===== src/rtl/s3g_resp_framer.sv =====
// s3g_resp_framer: buffers payload bytes and emits HDR, LEN, payload, CRC8 to a UART.
// Define S3G_RESP_TIMEOUT_EN to enable the 16-bit WAIT-state watchdog.
module s3g_resp_framer #(
  parameter int         MAX_LEN  = 32,
  parameter logic [7:0] HDR_BYTE = 8'hD5
) (
  input  logic       clk,
  input  logic       rst_n,
  input  logic [7:0] in_data,
  input  logic       in_wr,
  input  logic       in_send,
  output logic       busy,
  output logic       done,
  output logic       err,
  output logic [7:0] tx_data,
  output logic       tx_wr,
  input  logic       tx_done
);

  localparam int AW = (MAX_LEN > 1) ? $clog2(MAX_LEN) : 1;
  localparam int CW = AW + 1;
  localparam logic [CW-1:0] FULL = CW'(MAX_LEN);

  typedef enum logic [2:0] {
    S_IDLE,
    S_HDR,
    S_LEN,
    S_DATA,
    S_CRC,
    S_WAIT
  } state_t;

  state_t        state_q, state_d;
  state_t        last_q, last_d;
  logic [CW-1:0] cnt_q, cnt_d;
  logic [CW-1:0] idx_q, idx_d;
  logic [7:0]    crc_q, crc_d;
  logic          busy_q, busy_d;
  logic          done_q, done_d;
  logic          err_q, err_d;
  logic          tx_wr_q, tx_wr_d;
  logic [7:0]    tx_data_q, tx_data_d;

  logic [7:0]    mem_q [MAX_LEN];
  logic          mem_we;
  logic [CW-1:0] nxt_ix;
  logic [7:0]    rd_byte;

`ifdef S3G_RESP_TIMEOUT_EN
  logic [15:0]   tmo_q, tmo_d;
`endif

  // One reflected CRC8 step (poly 0x8C), LSB first
  function automatic logic [7:0] crc8_step(
    input logic [7:0] c,
    input logic [7:0] d
  );
    logic [7:0] r;
    r = c;
    for (int i = 0; i < 8; i++) begin
      if (r[0] ^ d[i]) r = (r >> 1) ^ 8'h8C;
      else             r = r >> 1;
    end
    return r;
  endfunction

  // Index of the payload byte that would be issued after the current one
  always_comb begin
    nxt_ix  = (last_q == S_DATA) ? idx_q + CW'(1) : '0;
    rd_byte = mem_q[nxt_ix[AW-1:0]];
  end

  // Next-state, buffer write and registered-output computation
  always_comb begin
    state_d   = state_q;
    last_d    = last_q;
    cnt_d     = cnt_q;
    idx_d     = idx_q;
    crc_d     = crc_q;
    busy_d    = busy_q;
    done_d    = 1'b0;
    err_d     = 1'b0;
    tx_wr_d   = 1'b0;
    tx_data_d = tx_data_q;
    mem_we    = 1'b0;
`ifdef S3G_RESP_TIMEOUT_EN
    tmo_d     = '0;
`endif
    unique case (state_q)
      S_IDLE: begin
        if (in_wr) begin
          if (cnt_q == FULL) begin
            err_d = 1'b1;
          end else begin
            mem_we = 1'b1;
            cnt_d  = cnt_q + CW'(1);
          end
        end
        if (in_send) begin
          state_d   = S_HDR;
          last_d    = S_HDR;
          idx_d     = '0;
          busy_d    = 1'b1;
          tx_wr_d   = 1'b1;
          tx_data_d = HDR_BYTE;
        end
      end
      S_HDR, S_LEN, S_DATA, S_CRC: begin
        if (in_wr || in_send) err_d = 1'b1;
        state_d = S_WAIT;
      end
      S_WAIT: begin
        if (in_wr || in_send) err_d = 1'b1;
        if (tx_done) begin
          unique case (last_q)
            S_HDR: begin
              state_d   = S_LEN;
              last_d    = S_LEN;
              tx_wr_d   = 1'b1;
              tx_data_d = 8'(cnt_q);
            end
            S_LEN, S_DATA: begin
              tx_wr_d = 1'b1;
              if (nxt_ix == cnt_q) begin
                state_d   = S_CRC;
                last_d    = S_CRC;
                tx_data_d = crc_q;
              end else begin
                state_d   = S_DATA;
                last_d    = S_DATA;
                idx_d     = nxt_ix;
                tx_data_d = rd_byte;
                crc_d     = crc8_step(crc_q, rd_byte);
              end
            end
            S_CRC: begin
              state_d = S_IDLE;
              last_d  = S_IDLE;
              busy_d  = 1'b0;
              done_d  = 1'b1;
              cnt_d   = '0;
              crc_d   = 8'h00;
            end
            default: begin
              state_d = S_IDLE;
              busy_d  = 1'b0;
            end
          endcase
        end
`ifdef S3G_RESP_TIMEOUT_EN
        else if (tmo_q == 16'hFFFE) begin
          state_d = S_IDLE;
          last_d  = S_IDLE;
          busy_d  = 1'b0;
          err_d   = 1'b1;
          cnt_d   = '0;
          crc_d   = 8'h00;
        end else begin
          tmo_d = tmo_q + 16'd1;
        end
`endif
      end
      default: begin
        state_d = S_IDLE;
        busy_d  = 1'b0;
      end
    endcase
  end

  // Framer state and registered outputs
  always_ff @(posedge clk or negedge rst_n) begin
    if (!rst_n) begin
      state_q   <= S_IDLE;
      last_q    <= S_IDLE;
      cnt_q     <= '0;
      idx_q     <= '0;
      crc_q     <= 8'h00;
      busy_q    <= 1'b0;
      done_q    <= 1'b0;
      err_q     <= 1'b0;
      tx_wr_q   <= 1'b0;
      tx_data_q <= 8'h00;
`ifdef S3G_RESP_TIMEOUT_EN
      tmo_q     <= '0;
`endif
    end else begin
      state_q   <= state_d;
      last_q    <= last_d;
      cnt_q     <= cnt_d;
      idx_q     <= idx_d;
      crc_q     <= crc_d;
      busy_q    <= busy_d;
      done_q    <= done_d;
      err_q     <= err_d;
      tx_wr_q   <= tx_wr_d;
      tx_data_q <= tx_data_d;
`ifdef S3G_RESP_TIMEOUT_EN
      tmo_q     <= tmo_d;
`endif
    end
  end

  // Payload buffer; contents beyond count are don't-care so no reset
  always_ff @(posedge clk) begin
    if (mem_we) mem_q[cnt_q[AW-1:0]] <= in_data;
  end

  assign busy    = busy_q;
  assign done    = done_q;
  assign err     = err_q;
  assign tx_wr   = tx_wr_q;
  assign tx_data = tx_data_q;

endmodule


===== config.mk =====
export PLATFORM = sky130hd
export DESIGN_NAME = s3g_resp_framer
export DESIGN_NICKNAME = d
export VERILOG_FILES = /design/src/rtl/s3g_resp_framer.sv
export SDC_FILE = /design/constraint.sdc
export NUM_CORES = 1
export LEC_CHECK = 0
export CELL_PAD_IN_SITES_DETAIL_PLACEMENT = 1
export CELL_PAD_IN_SITES_GLOBAL_PLACEMENT = 2
export CORE_MARGIN = 2
export CORE_UTILIZATION = 45
export CTS_BUF_LIST = sky130_fd_sc_hd__clkbuf_16
export DETAILED_ROUTE_END_ITERATION = 16
export GPL_TIMING_DRIVEN = 0
export PLACE_DENSITY_LB_ADDON = 0.25
export RECOVER_POWER = 50
export SLEW_MARGIN = 20
export SYNTH_ARGS = -nofsm -noshare
export SYNTH_HDL_FRONTEND = slang
export SYNTH_SLANG_ARGS = --single-unit
export TNS_END_PERCENT = 100

===== constraint.sdc =====
create_clock -name clk -period 4 [get_ports clk]
set_input_delay 0.4 -clock clk [delete_from_list [all_inputs] [get_ports clk]]
set_output_delay 0.4 -clock clk [all_outputs]
set_load 0.005 [all_outputs]

-- Word-level counts from Yosys, hierarchy flattened
Memory sizes are Yosys's and may differ from the RTL's.
Cells that the tools add are included.
- register bits after elaboration: 38
- RAM bits: 256
- input port bits: 13
- output and inout bits: 12
- logic and storage cells: 149
- memories: 1
- add/subtract/negate cells: 2
- equal/unequal tests: 22
- multiplexer cells: 82
- bitwise gates (word level): 17
- reduce and logical (&&, ||, !) cells: 15
- memories (name ; depth ; bits a word ; read ports ; clocked after memory_dff ; write ports ; RTL line ; source):
    mem_q ; 32 ; 8 ; 1 ; 0 ; 1 ; 44 ; logic [7:0] mem_q [MAX_LEN];
- operators with widths (kind ; number):
    8-bit 2-to-1 mux ; 40
    6-bit 2-to-1 mux ; 9
    8-bit case mux with 2 select lines ; 3
    2-bit NOT with 3-bit output ; 8
    6-bit case mux with 2 select lines ; 2
    3-bit case mux with 3 select lines ; 2
    1-bit 2-to-1 mux ; 17
    2-bit inequality test, second input constant ; 8
    4-bit AND reduction ; 4
    6-bit by 1-bit adder with 6-bit output, second input constant ; 2
    3-bit by 2-bit == test with 1-bit output, second input constant ; 4
    3-bit 2-to-1 mux ; 4
    3-bit case mux with 2 select lines ; 2
    5-bit AND reduction ; 2
    3-bit == test, second input constant ; 3
    1-bit XOR ; 8
    3-bit by 1-bit == test with 1-bit output, second input constant ; 2
    6-bit == test ; 1
    6-bit == test, second input constant ; 1
    5-bit OR reduction ; 1
    4-bit by 2-bit inequality test with 1-bit output, second input constant ; 1
    1-bit case mux with 2 select lines ; 2
    2-bit nonzero test ; 2
    4-bit OR reduction ; 1
    9 further kinds ; 9

-- Depth between registers and ports, before layout
Gate-level depths: netlist of run 1.
An unclocked memory read counts as a cell.
- depth after elaboration: 49
- mapped depth: 14
- mapped depth without buffers: 11

-- Worst setup path before layout of run 1
No wires, ideal clock.
- path kind: register -> register
- start point: register idx_q[0]
- end point: register crc_q[3]
- library setup time: 0.069 ns
- data arrival time: 3.150 ns
- data required time: 3.931 ns
- path slack: 0.781 ns
- cell stages (with the launch flop): 13
- path buffers: 2
- clock period less this slack: 3.219 ns
- cells stage by stage: dfrtp_1 > ha_1 > buf_2 > clkbuf_1 > a21oi_1 > a2111oi_0 > a211oi_1 > o32ai_1 > xor2_1 > xnor3_1 > xnor2_2 > or3_1 > nand3_1
- word-level cells in the longest chain between the ends: 45
- elaborated cells between the ends (all ways): 52
- classes of those cells: add/sub (1); eq/ne (2); mux (39); bitwise (8); reduce/logical (1); memory (1)
- RTL lines (element ; RTL line ; source):
    start, declared ; 36 ; logic [CW-1:0] idx_q, idx_d;
    start signal, assigned ; 190 ; idx_q <= idx_d;
    6-bit by 1-bit adder with 6-bit output (*) ; 69 ; nxt_ix = (last_q == S_DATA) ? idx_q + CW'(1) : '0;
    6-bit 2-to-1 mux (*) ; 69 ;
    memory 32 x 8 bit ; n/a ;
    1-bit XOR ; 61 ; if (r[0] ^ d[i]) r = (r >> 1) ^ 8'h8C;
    8-bit 2-to-1 mux ; 61 ;
    8-bit 2-to-1 mux ; 124 ; if (nxt_ix == cnt_q) begin
    8-bit 2-to-1 mux ; 115 ; unique case (last_q)
    8-bit 2-to-1 mux ; 114 ; if (tx_done) begin
    [... 29 more ...] ; n/a ;
    8-bit 2-to-1 mux ; 124 ;
    8-bit 2-to-1 mux ; 115 ;
    8-bit 2-to-1 mux ; 114 ;
    8-bit 2-to-1 mux ; 89 ; unique case (state_q)
    1-bit XOR ; 61 ;
    8-bit 2-to-1 mux ; 61 ;
    8-bit 2-to-1 mux ; 124 ;
    8-bit case mux with 2 select lines ; 115 ;
    end signal, assigned ; 191 ; crc_q <= crc_d;
    end, declared ; 37 ; logic [7:0] crc_q, crc_d;
Every way passes the cells marked *; elsewhere a longest branch is shown, timed or not. The select of a mux whose other input is x is not followed.
A chain may end at the register's enable or synchronous reset.

-- Worst setup path after layout of run 1
Same ends and word-level chain as after synthesis.

==> flow_summary_export.csv, run 1 <==
group,metric,value,unit
routing,vias,8741,
worst_setup_path,worstPathRequired,4.45,ns
synthesis,synthesis.nets,970,
routing,drc,0,
timing,final.setup.tns,0,ns
global_routing,grt_pass1_wl,57.8,mm
place,dp_hpwl,26.2,mm
synthesis,ys_warn_count,0,
layout,drive_above_1_share,0.139,
layout,nets,1042,
flow_run,maxCapViolations,2,
die,rows,61,
worst_setup_path,cp-end-kind,"flip-flop",
die,start_util,0.457,
routing,drtIter0Drc,848,
layout,fin_cells,1427,
status,violations,"max-capacitance violations, max-slew violations",
cts,clock_latency,0.53,ns
hold_path,hp-class,"in2async",
worst_setup_path,cp_cell_sequence,"ha_2 -> xnor2_4 -> nor2_2 -> buf_6 -> a21oi_1 -> a221oi_1 -> a21oi_1 -> a221oi_4 -> xnor3_1 -> xnor2_2 -> or3_1 -> nand3_1",
place,pre_cts_slack,-0.713,ns
synthesis,syn_avg_cell_area,13.3,sq um
global_routing,overflow,0,
global_routing,grt_pass1_vias,8773,
routing,route.detailed.wl_per_inst,27.9,um
status,outcome,"complete, but fails checks",
synthesis,synthFlopType,"edfxtp_1",
synthesis,synth-edff-count,256,
die,dieArea,0.0295,sq mm
worst_setup_path,path_class,"reg2reg",
cts,h-tree-depth,2,
die,fp.dieW,172,um
power,power.density,646,mW/mm^2
routing,wl,39.8,mm
synthesis,synth_cell_type_count,70,
synthesis,synth-seq-cells,294,
worst_setup_path,startpoint_type,"flip-flop",
timing,max_slew_margin,-0.0223,
place,place_inst,1355,
routing,dr.pass1.iters,5,
timing,hold-worst-slack,0.432,ns
cts,clockBufferDepth,3,
power,finalPower,9.53,mW
global_routing,antenna_found_initial,0,
power,p_leak,4.90,nW
timing,setup_viol,0,
timing,final.setup_skew,0.0298,ns
die,die_h,172,um
layout,fin_area,0.0147,sq mm
layout,area_growth,16.3,%
layout,diodes,0,
routing,ant_nets,0,
die,core_area,0.0278,sq mm
synthesis,synth_area,0.0127,sq mm
cts,cts_root_buffer,"clkbuf_16",
cts,cts_tree,"built",
synthesis,yosysSeqAreaShare,0.681,
cts,cts_buffers,34,
timing,drv_slew,62,
timing,worstMarginPinSlew,1.53,ns
worst_setup_path,crit_path_max_incr_delay,0.48,ns
global_routing,grt_use_total,0.275,
timing,timing.final.ws_setup,0.174,ns
timing,fin_crit_sh,0.957,
synthesis,syn_inst,952,
place,gp_congestion,0.866,
cts,clkTransAtPathRegs,0.06,ns
timing,fin_crit,3.83,ns
synthesis,synth-async-reset-ratio,0.129,
power,ir_worst_vdd,0.427,mV
routing,vias_per_cell,6.13,
cts,cts_sinks,294,
worst_setup_path,cp_max_fo,10,
layout,fin_util,0.531,
timing,final_hold_viol_count,0,
timing,max_freq,0.261,GHz
place,placed_cell_area,0.0134,sq mm
worst_setup_path,cpMaxStageDelayCell,"dfrtp_2",
global_routing,grt_max_degree,33,
die,ioPinCount,25,
worst_setup_path,worstPathArrival,4.28,ns
worst_setup_path,crit_top_cell,"a21oi_1",
place,portBuffers,24,
-- timing repair --
action | in CTS | in global routing
endpoints found under the hold margin | 10 | 0
pin swaps | 3 | 6
resized for setup | 22 | 40
hold buffers | 1 | 0
endpoints found under the setup margin | 11 | 12
gates cloned | 0 | 0
buffers inserted | 3 | 8
-- report_power, final --
group          leakage [nW]  switching (mW)  internal (mW)
clock network         0.561            1.27           1.75
registers              2.79           0.134           3.48
logic                  1.55            1.81           1.08
-- Yosys cell counts, drive strengths merged (9+ instances only) --
master,n,share of area
nand2,101,0.030
o22ai,9,0.0044
o21ai,60,0.024
dfrtp,38,0.075
xnor2,17,0.014
a31oi,10,0.0049
nand3,41,0.017
mux2i,41,0.032
xor2,12,0.0089
nor2,66,0.020
a211oi,14,0.0083
clkbuf,23,0.0068
nor2b,9,0.0044
buf,35,0.018
a221oi,19,0.015
a22oi,10,0.0059
a2111oi,10,0.0069
inv,11,0.0033
edfxtp,256,0.61
a21oi,65,0.026
nor3,14,0.0055
-- layout make-up --
| type | count | area (sq um) |
|---|---|---|
| Clock buffer | 34 | 851 |
| Multi-Input combinational cell | 589 | 3910 |
| Fill cell | 2834 | 13000 |
| Tap cell | 378 | 473 |
| Buffer | 57 | 335 |
| Sequential cell | 294 | 8640 |
| Clock inverter | 27 | 220 |
| Inverter | 11 | 41.3 |
| Timing Repair Buffer | 37 | 280 |
-- final timing paths --
path	start	to	cells past startpoint	slack, ns
worst max-delay path	idx_q[0]$_DFFE_PN0P_	crc_q[3]$_DFFE_PN0P_	12	0.17
worst min-delay path	rst_n	crc_q[0]$_DFFE_PN0P_	2	0.43
worst max register to register	idx_q[0]$_DFFE_PN0P_	crc_q[3]$_DFFE_PN0P_	12	0.17
worst min register to register	busy$_DFFE_PN0P_	busy$_DFFE_PN0P_	2	0.49
max in group asynchronous	rst_n	cnt_q[5]$_DFFE_PN0P_	3	1.72
min in group clk	busy$_DFFE_PN0P_	busy$_DFFE_PN0P_	2	0.49
-- registers in the layout, summed over array words and instances, names as in the netlist, 3 cells and up --
| name | cells |
|---|---|
| idx_q | 6 |
| cnt_q | 6 |
| tx_data | 8 |
| crc_q | 8 |
| last_q | 3 |
| state_q | 3 |
| mem_q | 256 |
-- placed cells by master (no fill, tap or decap), types with 10 or more instances in the layout --
cell	instances
xnor2_1	13
nor2_1	58
nor3_1	13
clkbuf_16	34
dfrtp_1	37
a21oi_1	63
edfxtp_1	256
o21ai_0	50
a211oi_1	12
buf_2	15
nand3_1	40
xor2_1	10
buf_4	23
clkbuf_1	24
clkdlybuf4s50_1	12
mux2i_1	41
nand2_1	101
a221oi_1	16
inv_1	19
-- worst max-delay path: cells and delay by family (launching register included) --
| kind | cells | cell delay (ns) |
|---|---|---|
| XOR/XNOR | 3 | 0.89 |
| adder cells (fa/ha/maj) | 1 | 0.29 |
| AND/OR/NAND/NOR | 3 | 0.71 |
| flip-flops | 1 | 0.48 |
| AO/OA/AOI/OAI | 4 | 1.15 |
| buffers and inverters | 1 | 0.24 |
-- per-layer routing --
layer  GRT usage  up-vias  routed length [um]
li1            -     3788                   -
met1       0.362     4538               16400
met2       0.449      314               19300
met3      0.0549      101                2430
met4       0.115        0                1570
met5           0        -                   0
-- cell families after synthesis --
family,Yosys count,synth area share
compound gates,236,0.121
xor+xnor,32,0.0277
fa+ha+maj,5,0.00493
buf+inv,69,0.0276
flops,294,0.681
mux,44,0.0368
simple gates,272,0.101
Power figures use the tool's default switching activity.
==> run 2: changes to the inputs <==
CELL_PAD_IN_SITES_DETAIL_PLACEMENT = 0   (was 1)
CELL_PAD_IN_SITES_GLOBAL_PLACEMENT = 1   (was 2)
==> run 2 against run 1 <==
The run still ends with max-capacitance violations, max-slew violations left. Die area unchanged. Maximum frequency decreased by 4.0%. Routed wire length down 8.2%. Hold slack got worse by 0.11 ns. Core utilization fell by 0.97 points. Clock-buffer cell count fell by 3. Largest power group unchanged. Via count shrank 2.7%. Clock power is 11% lower. Sequential share of layout area rose by 1.1 points. Register-to-register slack worse by 0.16 ns. Power decreased by 5.0%. Flip-flop and latch count did not move.
==> flow_summary_export.csv, run 2 (synthesis gave the netlist of run 1 again) <==
group,metric,value,unit
status,outcome,"complete, but fails checks",
status,violations,"max-capacitance violations, max-slew violations",
layout,fin_util,0.521,
place,gp_congestion,0.880,
worst_setup_path,worstPathRequired,4.52,ns
layout,nets,1035,
die,ioPinCount,25,
cts,cts_sinks,294,
timing,drv_slew,63,
place,dp_hpwl,23.8,mm
timing,fin_crit_sh,0.997,
worst_setup_path,startpoint_type,"flip-flop",
die,start_util,0.457,
routing,ant_nets,0,
routing,dr.pass1.iters,5,
place,portBuffers,24,
cts,clkTransAtPathRegs,0.06,ns
hold_path,hp-class,"in2async",
power,pwr-share-seq,0.399,
layout,drive_above_1_share,0.118,
layout,final_common_cell,"edfxtp_1",
flow_run,maxCapViolations,2,
worst_setup_path,worstSetupStartpoint,"idx_q[0]$_DFFE_PN0P_",
power,power.density,625,mW/mm^2
layout,area_growth,14.1,%
timing,max_freq,0.251,GHz
power,power.internal,6.04,mW
die,rows,61,
routing,vias_per_cell,6.00,
cts,h-tree-depth,1,
power,combinationalPowerShare,0.303,
routing,wl,36.5,mm
layout,fin_area,0.0145,sq mm
cts,clock_latency,0.58,ns
cts,cts_tree,"built",
timing,final_hold_viol_count,0,
power,p_clk_frac,0.298,
place,placed_cell_area,0.0134,sq mm
global_routing,overflow,0,
timing,worstMarginPinSlew,1.59,ns
die,dieArea,0.0295,sq mm
die,core_area,0.0278,sq mm
global_routing,antenna_found_initial,0,
global_routing,grt_pass1_vias,8156,
worst_setup_path,cp_max_fo,10,
worst_setup_path,reg2reg_from,"idx_q[0]$_DFFE_PN0P_",
worst_setup_path,path_class,"reg2reg",
layout,diodes,0,
global_routing,grt_use_total,0.250,
cts,cts_root_buffer,"clkbuf_16",
die,die_h,172,um
routing,drc,0,
timing,fin_crit,3.99,ns
routing,drtIter0Drc,916,
cts,clockBufferDepth,3,
routing,vias,8501,
global_routing,grt_pass1_wl,52.8,mm
power,ir_worst_vdd,0.375,mV
routing,route.detailed.wl_per_inst,25.8,um
worst_setup_path,cp-end-kind,"flip-flop",
global_routing,grt_max_degree,33,
layout,largest_reg_flops,256,
timing,setup_viol,0,
die,fp.dieW,172,um
layout,mostFrequentLayoutCells,"256 x edfxtp_1, 101 x nand2_1, 63 x a21oi_1",
cts,cts_buffers,31,
power,p_leak,4.80,nW
power,sw_frac_of_total,0.333,
timing,final.setup_skew,0.0112,ns
power,p_switching,3.01,mW
timing,max_slew_margin,-0.0604,
worst_setup_path,worstPathArrival,4.50,ns
## run 2: changes by cell type in the layout (fill, tap and decap cells not counted), sizes merged
cell	before	now
clkdlybuf4s50	12	13
inv	22	21
clkinvlp	0	1
buf	44	39
clkbuf	68	65
bufinv	3	2
clkinv	13	10
## run 2: layout make-up
cell class                      count  area (sq um)
Buffer                             58           327
Multi-Input combinational cell    589          3810
Tap cell                          378           473
Clock buffer                       31           776
Inverter                           11          41.3
Clock inverter                     23           164
Fill cell                        2406         13300
Timing Repair Buffer               32           249
Sequential cell                   294          8640
## run 2: per-stage QoR
stage / setup WS [ns] / power (mW) / cells / setup TNS (ns) / hold WS [ns]
3_3_place_gp: -0.688 / 6.30 / 1354 / -4.99 / 0.467
6_report: 0.0136 / 9.05 / 1416 / 0 / 0.324
4_1_cts: 0.00224 / 9.02 / 1411 / 0 / 0.219
2_1_floorplan: 0.781 / 5.41 / 952 / 0 / 0.104
5_1_grt: -0.0453 / 9.44 / 1416 / -0.0465 / 0.392
3_5_place_dp: -0.701 / 6.31 / 1355 / -4.37 / 0.287
## run 2: final timing paths
kind                                        endpoint  slack [ns]  cells past startpoint
worst max-delay path            crc_q[3]$_DFFE_PN0P_        0.01                     12
worst min-delay path            idx_q[2]$_DFFE_PN0P_        0.32                      2
worst max register to register  crc_q[3]$_DFFE_PN0P_        0.01                     12
worst min register to register      busy$_DFFE_PN0P_        0.48                      2
max in group asynchronous       cnt_q[3]$_DFFE_PN0P_        1.80                      3
min in group clk                       err$_DFF_PN0_        0.47                      3
## run 2: layer usage
layer,vias to the layer above,part of all wire,GRT usage
met2,379,0.47,0.406
met5,-,0,0
met4,0,0.044,0.103
li1,3767,-,-
met1,4254,0.41,0.332
met3,101,0.076,0.0481
## run 2: power by group through the flow
stage	clock, mW	sequential [mW]	combinational (mW)
global route	2.85	3.63	2.96
detailed placement	0	3.67	2.64
finish	2.70	3.61	2.75
global placement	0	3.67	2.63
CTS	2.73	3.61	2.69
floorplan	0	3.64	1.78
## run 2: critical path: stages, from the launching register on
cell and delay, ns:
dfrtp_1 0.52, nand3_2 0.21, xnor2_1 0.75, nand2_1 0.18
clkbuf_1 0.39, a41oi_1 0.39, o32ai_2 0.14, buf_4 0.19
xor2_1 0.24, xnor3_1 0.33, xnor2_2 0.20, or3_1 0.31
nand3_1 0.08
## run 2: what timing repair did
item                                    CTS  global route
cloned                                    0             0
pin swaps                                 2             6
endpoints found under the setup margin   11             7
resized for setup                        18            17
hold endpoints to repair                 38             0
hold buffers                              1             0
setup buffers                             1             5
